## src/rtl/uart_tx_arb.sv

```systemverilog
// Round-robin arbiter that shares one serial transmitter among NUM_REQ requesters,
// with optional per-requester frame locking and a completion watchdog.
module uart_tx_arb #(
    parameter int NUM_REQ = 3,
    parameter int TO_W    = 16,
    parameter int TO_CYC  = 32768
) (
    input  logic                 clk,
    input  logic                 rst_n,
    input  logic [NUM_REQ-1:0]   req,
    input  logic [8*NUM_REQ-1:0] req_data,
    input  logic [NUM_REQ-1:0]   req_lock,
    output logic [NUM_REQ-1:0]   ack,
    output logic [NUM_REQ-1:0]   done,
    output logic                 busy,
    output logic                 err_to,
    output logic                 trmt,
    output logic [7:0]           tx_data,
    input  logic                 tx_done
);

    localparam int              PTR_W   = (NUM_REQ > 1) ? $clog2(NUM_REQ) : 1;
    localparam logic [TO_W-1:0] TO_LAST = TO_W'(TO_CYC - 1);

    typedef enum logic [1:0] {
        IDLE,
        LAUNCH,
        WAIT
    } state_t;

    state_t             r_state;
    logic [PTR_W-1:0]   r_rr_ptr;
    logic [PTR_W-1:0]   r_gnt;
    logic [TO_W-1:0]    r_wdog;
    logic               r_first;
    logic               r_trmt;
    logic [7:0]         r_tx_data;
    logic [NUM_REQ-1:0] r_ack;
    logic [NUM_REQ-1:0] r_done;
    logic               r_err_to;

    logic [PTR_W-1:0]   w_winner;
    logic               w_any;
    logic [PTR_W-1:0]   w_gnt_next;
    logic [7:0]         w_bytes [NUM_REQ];

    function automatic logic [NUM_REQ-1:0] onehot(input logic [PTR_W-1:0] g);
        return NUM_REQ'(1) << g;
    endfunction

    always_comb begin
        for (int i = 0; i < NUM_REQ; i++) begin
            w_bytes[i] = req_data[8*i +: 8];
        end
    end

    // Scan downward from the farthest slot so the slot nearest rr_ptr is assigned last and wins.
    always_comb begin
        // NOTE: every variable gets a default before any branch, so no path infers a latch.
        w_winner = '0;
        w_any    = 1'b0;
        for (int k = NUM_REQ - 1; k >= 0; k--) begin
            int idx;
            idx = int'(r_rr_ptr) + k;
            if (idx >= NUM_REQ) begin
                idx = idx - NUM_REQ;
            end
            if (req[idx]) begin
                w_winner = PTR_W'(idx);
                w_any    = 1'b1;
            end
        end
    end

    assign w_gnt_next = (r_gnt == PTR_W'(NUM_REQ - 1)) ? '0 : r_gnt + PTR_W'(1);

    always_ff @(posedge clk or negedge rst_n) begin
        if (!rst_n) begin
            r_state   <= IDLE;
            r_rr_ptr  <= '0;
            r_gnt     <= '0;
            r_wdog    <= '0;
            r_first   <= 1'b0;
            r_trmt    <= 1'b0;
            r_tx_data <= 8'h00;
            r_ack     <= '0;
            r_done    <= '0;
            r_err_to  <= 1'b0;
        end else begin
            // NOTE: non-blocking assignments throughout, so every branch reads pre-edge state.
            r_trmt <= 1'b0;
            r_ack  <= '0;
            r_done <= '0;
            case (r_state)
                IDLE: begin
                    if (w_any) begin
                        r_gnt     <= w_winner;
                        r_tx_data <= w_bytes[w_winner];
                        r_trmt    <= 1'b1;
                        r_ack     <= onehot(w_winner);
                        r_state   <= LAUNCH;
                    end
                end
                LAUNCH: begin
                    r_wdog  <= '0;
                    r_first <= 1'b1;
                    r_state <= WAIT;
                end
                WAIT: begin
                    // A tx_done level left over from the previous frame is ignored for one cycle.
                    r_first <= 1'b0;
                    r_wdog  <= r_wdog + TO_W'(1);
                    if (tx_done && !r_first) begin
                        r_done <= onehot(r_gnt);
                        if (req_lock[r_gnt] && req[r_gnt]) begin
                            r_tx_data <= w_bytes[r_gnt];
                            r_trmt    <= 1'b1;
                            r_ack     <= onehot(r_gnt);
                            r_state   <= LAUNCH;
                        end else begin
                            r_rr_ptr <= w_gnt_next;
                            r_state  <= IDLE;
                        end
                    end else if (r_wdog == TO_LAST) begin
                        r_err_to <= 1'b1;
                        r_rr_ptr <= w_gnt_next;
                        r_state  <= IDLE;
                    end
                end
                default: r_state <= IDLE;
            endcase
        end
    end

    assign trmt    = r_trmt;
    assign tx_data = r_tx_data;
    assign ack     = r_ack;
    assign done    = r_done;
    assign err_to  = r_err_to;
    assign busy    = (r_state != IDLE);

endmodule

```

## config.mk

```make
export PLATFORM = sky130hd
export DESIGN_NAME = uart_tx_arb
export DESIGN_NICKNAME = d
export VERILOG_FILES = /design/src/rtl/uart_tx_arb.sv
export SDC_FILE = /design/constraint.sdc
export NUM_CORES = 1
export LEC_CHECK = 0
export ABC_AREA = 1
export BUFFER_PORTS_ARGS = -buffer_cell sky130_fd_sc_hd__buf_2
export CAP_MARGIN = 20
export CORE_UTILIZATION = 35
export DETAILED_ROUTE_END_ITERATION = 8
export RECOVER_POWER = 100
export SLEW_MARGIN = 25
export SYNTH_ARGS = -nofsm -noshare
export SYNTH_HDL_FRONTEND = slang
export SYNTH_SLANG_ARGS = --single-unit
```

## constraint.sdc

```tcl
create_clock -name clk -period 4 [get_ports clk]
set_clock_uncertainty 0.2 [all_clocks]
set_input_delay 0.2 -clock clk [delete_from_list [all_inputs] [get_ports clk]]
set_output_delay 0.2 -clock clk [all_outputs]
set_load 0.05 [all_outputs]
```

==> results_dict.tcl, run 1 <==
set metrics [dict create \
    core_um2 7214 \
    rsz0062_at_grt "false" \
    path_cells "inv_1 > ha_1 > inv_1 > nand3_1 > a21boi_0 > clkinv_1 > nand2_1 > nand3_1 > nand3_1 > nand2_1 > nand2_1 > nand2_1" \
    crit_type "flip-flop to flip-flop" \
    synth-compound-area-share 0.1255 \
    start_kind "flip-flop" \
    rows 31 \
    n_antenna_cell 0 \
    io_pins 50 \
    period_needed_ns 2.795 \
    cts_hold_buf 1 \
    critPathRequiredTime_ns 3.99 \
    synthXorXnorAreaFrac 0.006757 \
    whs_ns 0.09202 \
    start_util 0.3593 \
    dr_total_vias 2564 \
    cts.repair.resized 0 \
    hold_class "input pin to flip-flop" \
    wl_um 6726 \
    totalPowerFinal_w 0.002309 \
    max_cap_viol_count 1 \
    cp-end-kind "flip-flop" \
    hold_viol_final 0 \
    setup_viol 0 \
    synth_simple_gate_area_frac 0.3494 \
    yosys_warnings 0 \
    synth.mux.area_fraction 0 \
    grt_antenna_before_repair 0 \
    path_clk_slew_ns 0.09 \
    violations "capacitance limit, slew limit" \
    synth_nets 409 \
    synthArstFlopShare 1.000 \
    yosysTopAreaCellShare 0.3764 \
    ir_worst_vdd_mv 0.2714 \
    status "finished, violations left" \
    avgSynthCellArea_um2 7.045 \
    p_leak_nw 1.580 \
    cts_tree "done" \
    utilization 0.4147 \
    yosysSeqAreaShare 0.3764 \
    min_period_over_period 0.6987 \
    slowest_stage "a21boi_0" \
    yosysMostFrequentCell "nand2_1" \
    ys_ff_latch 39 \
    drtIter0Drc 155 \
    drc 0 \
    die_w_um 88.07 \
    clock_sinks 39 \
    regArea_um2 975.9 \
    grt.overflow.total 0 \
    die_h_um 88.07 \
    path_buf_inv 3 \
    synthCells 368 \
    synthTopCellsByCount "91 x nand2_1, 57 x inv_1, 50 x nand3_1" \
    cp_common_cell "nand2_1" \
    cts_buffer_depth 2 \
    synth_top_family_by_area "simple AND/OR/NAND/NOR gates" \
    synthAdderAreaFrac 0.03861 \
    slew-limit-headroom -0.4377 \
    firstDrtPassIters 5 \
    synth-edff-count 0 \
    first_global_vias 2315 \
    max_freq_mhz 357.8 \
    grt_max_degree 40 \
    place_hpwl_um 4940 \
    cts_setup_buffers 0 \
    power_density_nw_per_um2 771.8 \
    tns_ns 0 \
    finalNetCount 461 \
    grtUsageTotal 0.1818 \
    die_area_um2 7755 \
    place_congestion 0.8653 \
    postPlaceCellArea_um2 2927 \
    clock_latency_ns 0.29 \
    viasPerCell 4.931 \
    fillers 779 \
    stdcell_area_um2 2992 \
    drive_gt1_frac 0.1235 \
    slew_violations 40 \
    area_delta_synth_final_pct 15.40 \
    multi_input_area_um2 1314 \
    syn_area_um2 2592 \
    io_buffers 49 \
    cts_inserted_buffers 5 \
    cpPeakStageDelay_ns 0.48 \
    synth_ff_type "dfrtp_1" \
    cpLargestDelayFamily "simple AND/OR/NAND/NOR gates" \
    worstPathArrival_ns 2.79 \
    tightest_slew_ns 2.157 \
    yosysUniqueCellTypes 37 \
    synth_area_leader_cell "dfrtp_1" \
    h-tree-depth 2 \
    wire_per_inst_um 12.93 \
    ant_nets 0 \
    crit_fanout 9 \
    cts-root-buf "clkbuf_8" \
    synth_top_cells_by_area "dfrtp_1 38%, nand2_1 13%, nand3_1 9.7%" \
    grt_pass1_wl_um 10900 \
]
-- flip-flops by register name, summed over array words and instances (netlist names) --
name      cells
ack           3
done          3
err_to        1
r_first       1
r_gnt         2
r_rr_ptr      2
r_state       2
r_wdog       16
trmt          1
tx_data       8
-- cell type report --
cell class | count | share of cell area
multi-input cells | 262 | 0.4391
clock inverters | 3 | 0.01464
clock buffers | 5 | 0.02300
flip-flops and latches | 39 | 0.3262
repair buffers | 50 | 0.07779
inverters | 62 | 0.07779
well taps | 99 | 0.04141
-- power by group --
group	total, W	switching [W]	internal (W)
Combinational	0.00141	0.00104	0.000371
Clock	0.000341	0.000155	0.000186
Sequential	0.000560	0.0000601	0.000500
-- per-layer routing --
layer | routed length, um | up-vias | GRT usage
met1 | 3299 | 1183 | 0.2548
met2 | 2971 | 78 | 0.2875
met3 | 361 | 9 | 0.02451
met4 | 93 | 0 | 0.06452
met5 | 0 | - | 0
li1 | - | 1294 | -
-- kinds of logic (layout without fill, tap and decap cells) --
group                      Yosys count  in the layout
AOI/OAI and AO/OA                   50             50
xor gates and xnor gates             2              2
adders and majority gates            8              8
buffers and inverters               67            120
DFF                                 39             39
and+or+nand+nor                    202            202
-- layout by cell type, fill, tap and decap left out, drive strengths merged --
| master | n |
|---|---|
| nor3 | 9 |
| o221ai | 1 |
| o211ai | 2 |
| clkbuf | 23 |
| o21bai | 1 |
| xnor2 | 1 |
| o21ai | 19 |
| ha | 8 |
| nand2 | 98 |
| nor2 | 38 |
| o22ai | 1 |
| nor3b | 1 |
| a221oi | 8 |
| o21a | 1 |
| nand4 | 2 |
| inv | 61 |
| dfrtp | 39 |
| dlygate4sd3 | 1 |
| nor4 | 1 |
| a31oi | 1 |
| xor2 | 1 |
| nand3 | 53 |
| a21boi | 2 |
| a21oi | 14 |
| bufinv | 1 |
| clkinv | 3 |
| buf | 31 |
-- metrics by stage --
step	std cells	worst slack, ns
global placement	511	1.709
finish	520	1.205
detailed placement	511	1.630
global route	520	0.8716
floorplan	368	1.902
CTS	520	1.626
-- worst reg2reg max path, stage by stage (launching register included) --
cell      delay, ns
dfrtp_1        0.42
inv_1          0.07
ha_1           0.22
inv_1          0.14
nand3_1        0.16
a21boi_0       0.48
clkinv_1       0.28
nand2_1        0.35
nand3_1        0.13
nand3_1        0.10
nand2_1        0.06
nand2_1        0.05
nand2_1        0.04
-- final timing paths --
kind,start,endpoint,slack [ns],cells past startpoint
worst max-delay path,r_rr_ptr[1]$_DFFE_PN0P_,tx_data[7]$_DFFE_PN0P_,1.21,12
worst min register to register,tx_data[6]$_DFFE_PN0P_,tx_data[6]$_DFFE_PN0P_,0.28,2
worst max register to register,r_rr_ptr[1]$_DFFE_PN0P_,tx_data[7]$_DFFE_PN0P_,1.21,12
max in group asynchronous,rst_n,done[2]$_DFF_PN0_,1.49,2
worst min-delay path,req_data[11],tx_data[3]$_DFFE_PN0P_,0.09,5
min in group asynchronous,rst_n,r_wdog[15]$_DFFE_PN0P_,0.87,2
No activity file was read; power rests on OpenSTA's default activity.
==> run 2, diff against run 1 <==
==> constraint.sdc (replaced) <==
create_clock -name clk -period 2.44 [get_ports clk]
set_clock_uncertainty 0.2 [all_clocks]
set_input_delay 0.122 -clock clk [delete_from_list [all_inputs] [get_ports clk]]
set_output_delay 0.122 -clock clk [all_outputs]
set_load 0.05 [all_outputs]
==> run 2 against run 1 <==
Against the previous run:
- critical path type unchanged
- cell count is 1.2% higher
- sequential share of layout area is 0.99 points lower
- clock power is 63% higher
- hold slack worse by 0.088 ns
- sequential power is 64% higher
- routed wire length is 0.64% higher
- global-route usage is 0.18 points higher
- the run now ends clean
- largest power group unchanged
- core utilization is 1.3 points higher
- total power is 70% higher
==> results_dict.tcl, run 2 (synthesis gave the netlist of run 1 again) <==
set metrics [dict create \
    min_period_over_period 0.9275 \
    cts-root-buf "clkbuf_8" \
    area_delta_synth_final_pct 19.02 \
    status "completed" \
    tns_ns 0 \
    wire_per_inst_um 12.87 \
    power_density_nw_per_um2 1270 \
    totalPowerFinal_w 0.003919 \
    internal_power_w 0.001795 \
    drive_gt1_frac 0.1593 \
    place_congestion 0.9294 \
    clock_sinks 39 \
    h-tree-depth 2 \
    grt.overflow.total 0 \
    switching_share 0.5420 \
    grtUsageTotal 0.1836 \
    final_common_cell "nand2_1" \
    critPathRequiredTime_ns 2.43 \
    rsz0062_at_grt "false" \
    die_area_um2 7755 \
    io_pins 50 \
    first_global_vias 2427 \
    hold_class "input pin to flip-flop" \
    p_seq_frac 0.235 \
    utilization 0.4277 \
    ff2ff_path_depth 12 \
    slew-limit-headroom 0.4787 \
    wl_um 6769 \
    max_freq_mhz 441.9 \
    slew_violations 0 \
    cts_buffer_depth 2 \
    cp-end-kind "flip-flop" \
    power_frac_comb 0.623 \
    place_hpwl_um 5035 \
    firstDrtPassIters 4 \
    grt_max_degree 40 \
    worstPathArrival_ns 2.25 \
    clock_latency_ns 0.29 \
    whs_ns 0.004220 \
    crit_fanout 8 \
    min_path_cells 5 \
    setup_viol 0 \
    viasPerCell 4.903 \
    final_cell_mix "89 x nand2_1, 58 x inv_1, 50 x nand3_1" \
    die_h_um 88.07 \
    n_antenna_cell 0 \
    core_um2 7214 \
    cts_tree "done" \
    ir_worst_vdd_mv 0.5307 \
    die_w_um 88.07 \
    ant_nets 0 \
    hold_viol_final 0 \
    dr_total_vias 2579 \
    largest-register "r_wdog" \
    finalNetCount 467 \
    max_cap_viol_count 0 \
    period_needed_ns 2.263 \
    drc 0 \
    start_kind "flip-flop" \
    tightest_slew_ns 0.7819 \
    grt_antenna_before_repair 0 \
    largest_reg_flops 16 \
    p_leak_nw 1.647 \
    switchingPower_w 0.002124 \
    cts_inserted_buffers 5 \
    io_buffers 49 \
    grt_pass1_wl_um 11160 \
    p_clk_frac 0.142 \
    rows 31 \
    crit_type "flip-flop to flip-flop" \
    drtIter0Drc 157 \
    start_util 0.3593 \
    path_clk_slew_ns 0.09 \
]
==> run 2: critical path: stages, from the launching register on <==
cell	delay, ns
dfrtp_1	0.40
inv_1	0.06
ha_1	0.25
inv_2	0.13
nor2_1	0.05
nor2_1	0.27
a21boi_4	0.12
nand3_1	0.30
nand3_1	0.12
nand3_1	0.11
nand2_1	0.06
nand2_1	0.05
nand2_1	0.04
==> run 2: what timing repair did <==
| action | 4_1_cts | 5_1_grt |
|---|---|---|
| resized for setup | 0 | 5 |
| setup endpoints to repair | 0 | 8 |
| hold buffers | 1 | 0 |
| hold endpoints to repair | 39 | 0 |
| setup buffers | 0 | 1 |
==> run 2: path summary, 6_finish.rpt <==
path | start | endpoint | slack (ns)
setup / recovery | r_rr_ptr[1]$_DFFE_PN0P_ | tx_data[7]$_DFFE_PN0P_ | 0.18
hold / removal | req_data[12] | tx_data[4]$_DFFE_PN0P_ | 0.004
setup reg to reg | r_rr_ptr[1]$_DFFE_PN0P_ | tx_data[7]$_DFFE_PN0P_ | 0.18
hold reg to reg | err_to$_DFFE_PN0P_ | err_to$_DFFE_PN0P_ | 0.28
max in group asynchronous | rst_n | r_rr_ptr[1]$_DFFE_PN0P_ | 0.76
min in group asynchronous | rst_n | tx_data[4]$_DFFE_PN0P_ | 0.12
==> run 2: per-layer routing <==
metal | GRT usage | up-vias | share of wire
met5 | 0 | - | 0
met4 | 0.04985 | 0 | 0.0059
met3 | 0.02168 | 4 | 0.051
met2 | 0.3016 | 83 | 0.45
met1 | 0.2558 | 1189 | 0.50
li1 | - | 1303 | -
==> run 2: power by group through the flow <==
| stage | clock (W) | sequential (W) | combinational (W) |
|---|---|---|---|
| after CTS | 0.000574 | 0.000920 | 0.00245 |
| after floorplan | 0 | 0.00123 | 0.00156 |
| after global routing | 0.000605 | 0.000943 | 0.00272 |
| after global placement | 0 | 0.000926 | 0.00242 |
| after detailed placement | 0 | 0.000931 | 0.00245 |
| final | 0.000556 | 0.000920 | 0.00244 |
==> run 2: layout make-up <==
class	instances	area, um^2
Clock buffer	5	68.82
Clock inverter	3	43.79
Multi-Input combinational cell	262	1369
Inverter	62	232.7
Tap cell	99	123.9
Fill cell	790	4129
Sequential cell	39	975.9
Timing Repair Buffer	56	271.5
==> run 2: metrics by stage <==
| step | setup slack (ns) | instance area (um^2) | std cells |
|---|---|---|---|
| after floorplan | 0.3425 | 2592 | 368 |
| after global placement | 0.1937 | 2957 | 515 |
| after detailed placement | 0.1643 | 2957 | 515 |
| after CTS | 0.1345 | 3079 | 524 |
| after global routing | 0.01686 | 3085 | 526 |
| final | 0.1769 | 3085 | 526 |
